## src/rtl/seg7_scan_display_if.sv

```systemverilog
// Byte stream from the UART RX stage into the 7-segment scanner.
// The master drives the byte and its ready level; the slave samples them.
interface seg7_scan_display_if;
    logic [7:0] rx_data;
    logic       rx_valid;

    modport master (
        output rx_data,
        output rx_valid
    );

    modport slave (
        input rx_data,
        input rx_valid
    );
endinterface

```

## src/rtl/seg7_scan_display.sv

```systemverilog
// ASCII byte stream to scrolling digit buffer, shown on a multiplexed
// common 7-segment display with a registered segment/enable pipeline.
module seg7_scan_display #(
    parameter int NUM_DIGITS = 4,
    parameter int SCAN_DIV   = 30000
) (
    input  logic                    clk,
    input  logic                    reset_n,
    seg7_scan_display_if.slave      rxIf,
    output logic [6:0]              seg,
    output logic [NUM_DIGITS-1:0]   dig_en,
    output logic [4*NUM_DIGITS-1:0] digits
);

    localparam int PW = (SCAN_DIV > 1) ? $clog2(SCAN_DIV) : 1;
    localparam int IW = (NUM_DIGITS > 1) ? $clog2(NUM_DIGITS) : 1;

    localparam logic [3:0] CODE_DASH  = 4'hE;
    localparam logic [3:0] CODE_BLANK = 4'hF;

    logic [PW-1:0]           prescaler;
    logic [IW-1:0]           scanIdx;
    logic                    rxValidD;
    logic [4*NUM_DIGITS-1:0] digitBuf;
    logic [4*NUM_DIGITS-1:0] bufNext;

    logic                    accept;
    logic                    isDigit;
    logic                    isDash;
    logic                    isClear;
    logic                    scanTick;
    logic [3:0]              curCode;
    logic [NUM_DIGITS-1:0]   oneHot;

    function automatic logic [6:0] encodeSeg(input logic [3:0] code);
        logic [6:0] s;
        case (code)
            4'h0:    s = 7'h3F;
            4'h1:    s = 7'h06;
            4'h2:    s = 7'h5B;
            4'h3:    s = 7'h4F;
            4'h4:    s = 7'h66;
            4'h5:    s = 7'h6D;
            4'h6:    s = 7'h7D;
            4'h7:    s = 7'h07;
            4'h8:    s = 7'h7F;
            4'h9:    s = 7'h6F;
            4'hE:    s = 7'h40;
            default: s = 7'h00;
        endcase
        return s;
    endfunction

    // Edge-detect the level-style ready so a held byte is taken once.
    assign accept = rxIf.rx_valid & ~rxValidD;

    assign isDigit = (rxIf.rx_data >= 8'h30) &&
                     (rxIf.rx_data <= 8'h39);
    assign isDash  = (rxIf.rx_data == 8'h2D);
    assign isClear = (rxIf.rx_data == 8'h43) ||
                     (rxIf.rx_data == 8'h63);

    assign scanTick = (prescaler == PW'(SCAN_DIV - 1));

    always_comb begin
        bufNext = digitBuf;
        if (accept) begin
            unique case (1'b1)
                isDigit, isDash: begin
                    for (int k = NUM_DIGITS - 1; k > 0; k--) begin
                        bufNext[4*k +: 4] = digitBuf[4*(k-1) +: 4];
                    end
                    bufNext[3:0] = isDigit ? rxIf.rx_data[3:0]
                                           : CODE_DASH;
                end
                isClear: begin
                    bufNext = {NUM_DIGITS{CODE_BLANK}};
                end
                default: begin
                    bufNext = digitBuf;
                end
            endcase
        end
    end

    always_comb begin
        curCode = CODE_BLANK;
        oneHot  = '0;
        for (int k = 0; k < NUM_DIGITS; k++) begin
            if (scanIdx == IW'(k)) begin
                curCode   = digitBuf[4*k +: 4];
                oneHot[k] = 1'b1;
            end
        end
    end

    always_ff @(posedge clk or negedge reset_n) begin
        if (!reset_n) begin
            rxValidD <= 1'b0;
            digitBuf <= {NUM_DIGITS{CODE_BLANK}};
        end else begin
            rxValidD <= rxIf.rx_valid;
            digitBuf <= bufNext;
        end
    end

    always_ff @(posedge clk or negedge reset_n) begin
        if (!reset_n) begin
            prescaler <= '0;
            scanIdx   <= '0;
        end else if (scanTick) begin
            prescaler <= '0;
            if (scanIdx == IW'(NUM_DIGITS - 1)) begin
                scanIdx <= '0;
            end else begin
                scanIdx <= scanIdx + IW'(1);
            end
        end else begin
            prescaler <= prescaler + PW'(1);
        end
    end

    // Segments and enables come from the same index in the same register
    // stage, so a digit never shows its neighbour's pattern.
    always_ff @(posedge clk or negedge reset_n) begin
        if (!reset_n) begin
            seg    <= 7'h00;
            dig_en <= NUM_DIGITS'(1);
        end else begin
            seg    <= encodeSeg(curCode);
            dig_en <= oneHot;
        end
    end

    assign digits = digitBuf;

endmodule
```

## src/flat_wrapper.sv

```systemverilog
// flat-port wrapper written by rule: the top's interface ports become plain ports
module seg7_scan_display_flat 
#(
    parameter int NUM_DIGITS = 4,
    parameter int SCAN_DIV   = 30000
)
  (clk, reset_n, seg, dig_en, digits, rxIf_rx_data, rxIf_rx_valid);
  seg7_scan_display_if rxIf_i ();
  input  logic clk;
  input  logic reset_n;
  output logic [6:0] seg;
  output logic [NUM_DIGITS-1:0] dig_en;
  output logic [4*NUM_DIGITS-1:0] digits;
  input wire logic [$bits(rxIf_i.rx_data)-1:0] rxIf_rx_data;
  input wire logic [$bits(rxIf_i.rx_valid)-1:0] rxIf_rx_valid;
  assign rxIf_i.rx_data = rxIf_rx_data;
  assign rxIf_i.rx_valid = rxIf_rx_valid;
  seg7_scan_display #(.NUM_DIGITS(NUM_DIGITS), .SCAN_DIV(SCAN_DIV)) u_core (.clk(clk), .reset_n(reset_n), .rxIf(rxIf_i), .seg(seg), .dig_en(dig_en), .digits(digits));
endmodule
```

## config.mk

```make
export PLATFORM = sky130hd
export DESIGN_NAME = seg7_scan_display_flat
export DESIGN_NICKNAME = d
export VERILOG_FILES = /design/src/rtl/seg7_scan_display_if.sv /design/src/rtl/seg7_scan_display.sv /design/src/flat_wrapper.sv
export SDC_FILE = /design/constraint.sdc
export NUM_CORES = 1
export LEC_CHECK = 0
export CAP_MARGIN = 20
export CORE_MARGIN = 3
export CORE_UTILIZATION = 50
export CTS_CLUSTER_SIZE = 8
export DETAILED_ROUTE_END_ITERATION = 6
export PLACE_DENSITY = 0.76
export SYNTH_ARGS = -nofsm -noshare
export SYNTH_HDL_FRONTEND = slang
export SYNTH_SLANG_ARGS = --single-unit
export TNS_END_PERCENT = 100
```

## constraint.sdc

```tcl
create_clock -name clk -period 2.6 [get_ports clk]
set_clock_uncertainty 0.05 [all_clocks]
set_input_delay 0.52 -clock clk [delete_from_list [all_inputs] [get_ports clk]]
set_output_delay 0.52 -clock clk [all_outputs]
set_load 0.01 [all_outputs]
```

==> results.sh <==
export IMPL_io_pins=38
export IMPL_grt_start_max_net_pins=36
export IMPL_htree_levels=2
export IMPL_worst_hold_path_type="input pin to asynchronous set/reset pin"
export IMPL_internal_power_mw=1.249
export IMPL_ratio_of_cells_with_drive_above_1_in_the_final_layout_pct=14.87
export IMPL_cts_tree="yes"
export IMPL_die_h_um=72.84
export IMPL_synth_area_sq_um=2233
export IMPL_grt_total_usage_pct=17.34
export IMPL_met1Wirelength_um=1959
export IMPL_ir_worst_vdd_mv=0.2656
export IMPL_outcome="finished, final reports clean"
export IMPL_grt_ovfl_total=0
export IMPL_ctsHoldBuffers=0
export IMPL_first_pass_grt_wire_length_um=7120
export IMPL_die_ar_sq_um=5305
export IMPL_total_area_of_multi_input_combinational_cells_sq_um=992.2
export IMPL_max_slew_margin_pct=49.04
export IMPL_dr_first_iter_drc_count=79
export IMPL_crit_arrival_ns=2.38
export IMPL_synthDominantCellAreaShare_pct=31.37
export IMPL_synth_largest_area_cell="dfrtp_1"
export IMPL_timing_critical_path_slowest_cell_delay_ns=0.40
export IMPL_final_wirelength_um=4243
export IMPL_final_seq_area_sq_um=1147
export IMPL_met3_length_um=204
export IMPL_cts_repair_resized=0
export IMPL_placement_rows=23
export IMPL_number_of_distinct_library_cells_after_synthesis=39
export IMPL_detailroute_wirelength_met2_um=1984
export IMPL_p_switching_uw=476.4
export IMPL_worst_setup_path_end_kind="flip-flop"
export IMPL_antennaDiodeCount=0
export IMPL_finalHoldWorstSlack_ns=0.2408
export IMPL_synth_fp_nets=246
export IMPL_cts_root_buffer_cell="clkbuf_8"
export IMPL_power_per_cell_area_nw_per_um2=629.2
export IMPL_first_global_vias=1638
export IMPL_ys_warnings_count=0
export IMPL_cp_slowest_cell="dfrtp_1"
export IMPL_critical_path_required_ns=2.77
export IMPL_layout_filler_cells=335
export IMPL_globalplace_congestion=0.7566
export IMPL_detailroute_via_count=1690
export IMPL_synth_area_top_cells="dfrtp_1, dfstp_2, ha_1, nor2_1, nand2_1"
export IMPL_postSynthAreaPerCell_sq_um=9.971
export IMPL_route_detailed_wl_per_inst_um=13.30
export IMPL_switching_share_pct=27.61
export IMPL_pwr_share_comb_pct=25.6
export IMPL_tightestPinTransition_ns=0.7644
export IMPL_clockBufferDepth=2
export IMPL_final_nets=290
export IMPL_critical_path_class="flip-flop to flip-flop"
export IMPL_placeable_area_sq_um=4144
export IMPL_timing_fmax_ghz=0.4539
export IMPL_start_util_pct=53.89
export IMPL_totalNegativeSetupSlack_ns=0
export IMPL_cts_repair_timing_setup_buffer_count=0
export IMPL_report_final_hold_viol_count=0
export IMPL_r2r_slack_ns=0.40
export IMPL_clockPowerShare_pct=24.0
export IMPL_timing_critical_path_from_type="flip-flop"
export IMPL_layout_overhead_on_the_synthesized_area_pct=22.80
export IMPL_dp_final_hpwl_um=3050
export IMPL_firstDrtPassIters=4
export IMPL_setup_violations_final=0
export IMPL_final_cells=319
export IMPL_grt_antenna_before_repair=0
export IMPL_seq_area_frac_synth_pct=51.37
export IMPL_critical_path_max_fanout=9
export IMPL_grt_setup_unrepaired="false"
export IMPL_cts_reportedPaths_clkPinSlew_ns=0.08
export IMPL_clk_latency_ns=0.30
export IMPL_seq_power_share_pct=50.4
export IMPL_die_x_um=72.84
export IMPL_final_period_minus_worst_setup_slack_ns=2.203
export IMPL_final_max_slew_viol_count=0
export IMPL_clock_sinks=45
export IMPL_worstPathCellList="inv_1 -> ha_1 -> nor2b_1 -> a21oi_1 -> a21oi_1 -> inv_1 -> ha_1 -> mux2_2 -> o21ai_1"
export IMPL_reported_max_cap_violation_count=0
export IMPL_synth_instances=224
export IMPL_dpl_cell_count=311
export IMPL_portBuffers=37
export IMPL_static_leakage_power_nw=1.215
export IMPL_route_detailed_drc=0
export IMPL_routed_via_density=5.298
export IMPL_fin_crit_sh_pct=84.73
export IMPL_ys_seq_elements=45
export IMPL_highest_layer="met4"
export IMPL_total_cts_buffers=5
export IMPL_ant_nets=0
registers in the layout (all words and copies together) (netlist names):
name and cells:
u_core.rxValidD 1, u_core.dig_en 4, u_core.prescaler 15, u_core.seg 7, u_core.scanIdx 2, u_core.digits 16
worst max-delay path, delay by kind of cell, from the launching register on:
kind | cells | cell delay [ns]
flip-flops | 1 | 0.40
adder cells (fa/ha/maj) | 2 | 0.65
buffers and inverters | 2 | 0.21
AO/OA/AOI/OAI | 3 | 0.38
multiplexers | 1 | 0.27
AND/OR/NAND/NOR | 1 | 0.17
cell usage in the layout, fill, tap and decap left out, types with 2 or more instances in the layout:
cell             instances
and3_1                   4
mux2_2                   3
o21ai_1                  3
and4_1                   2
nand2b_1                 2
buf_4                    8
nand2_1                 28
nand3_1                  5
xor2_1                   7
ha_1                    11
nand4_1                  4
xnor2_1                  6
dfstp_2                 17
nor2b_1                  6
clkdlybuf4s50_1         36
o21ai_0                 18
clkbuf_1                 2
nor2_1                  33
dfrtp_1                 28
clkbuf_8                 5
mux2i_1                  2
inv_1                    9
nor3_1                   3
a21oi_1                 10
layout make-up:
class                   instances  area share, %
well taps                      50          2.281
repair buffers                 45          15.51
clock buffers                   7          2.783
clock inverters                 1         0.1825
multi-input cells             162          36.18
flip-flops and latches         45          41.83
inverters                       9          1.232
metal layers:
| layer | GRT usage (%) | up-vias |
|---|---|---|
| met1 | 21.43 | 802 |
| met4 | 7.377 | 0 |
| met3 | 4.132 | 9 |
| li1 | - | 841 |
| met5 | 0 | - |
| met2 | 28.96 | 38 |
cell usage after synthesis, drive strengths merged:
cell type and number:
a21oi 10, a221oi 1, a22oi 1, a31oi 1, and2 1, and3 4
and3b 1, and4 2, buf 7, clkbuf 1, dfrtp 28, dfstp 17
ha 11, inv 9, mux2 3, mux2i 2, nand2 28, nand2b 2
nand3 6, nand4 4, nand4b 1, nor2 33, nor2b 6, nor3 4
nor3b 1, o211ai 1, o21ai 22, o31a 1, o31ai 2, or4 1
xnor2 6, xor2 7
path summary, 6_finish.rpt:
kind / start / to / cells past startpoint
worst min-delay path: reset_n / u_core.prescaler[9] / 1
max in group asynchronous: reset_n / u_core.digits[8] / 2
worst max-delay path: u_core.scanIdx[1] / u_core.seg[3] / 9
min in group clk: u_core.digits[14] / u_core.digits[14] / 2
worst max register to register: u_core.scanIdx[1] / u_core.seg[3] / 9
worst min register to register: u_core.digits[14] / u_core.digits[14] / 2
cell families (layout without fill, tap and decap cells):
group                      after synthesis  in the layout  share of synthesized area (%)
and+or+nand+nor                         94             94                          20.39
DFF                                     45             45                          51.37
AOI/OAI and AO/OA                       39             39                          10.36
buffers and inverters                   17             62                          4.201
xor gates and xnor gates                13             13                          5.098
adders and majority gates               11             11                          6.162
muxes                                    5              5                          2.409
power groups by stage:
stage	clock [mW]	sequential (mW)	combinational, mW
6_report	0.414	0.870	0.442
5_1_grt	0.459	0.882	0.489
4_1_cts	0.427	0.872	0.446
3_5_place_dp	0	0.884	0.445
3_3_place_gp	0	0.882	0.436
2_1_floorplan	0	0.917	0.160
metrics by stage:
stage	power [mW]	cell area (sq um)	util, %	setup WS, ns
floorplan	1.077	2233	-	0.4350
global placement	1.318	2661	64.22	0.4401
detailed placement	1.328	2661	64.22	0.4058
CTS	1.745	2743	66.18	0.4000
global route	1.831	2743	66.18	0.2289
finish	1.726	2743	66.18	0.3971
(Power assumes the default switching activity.)
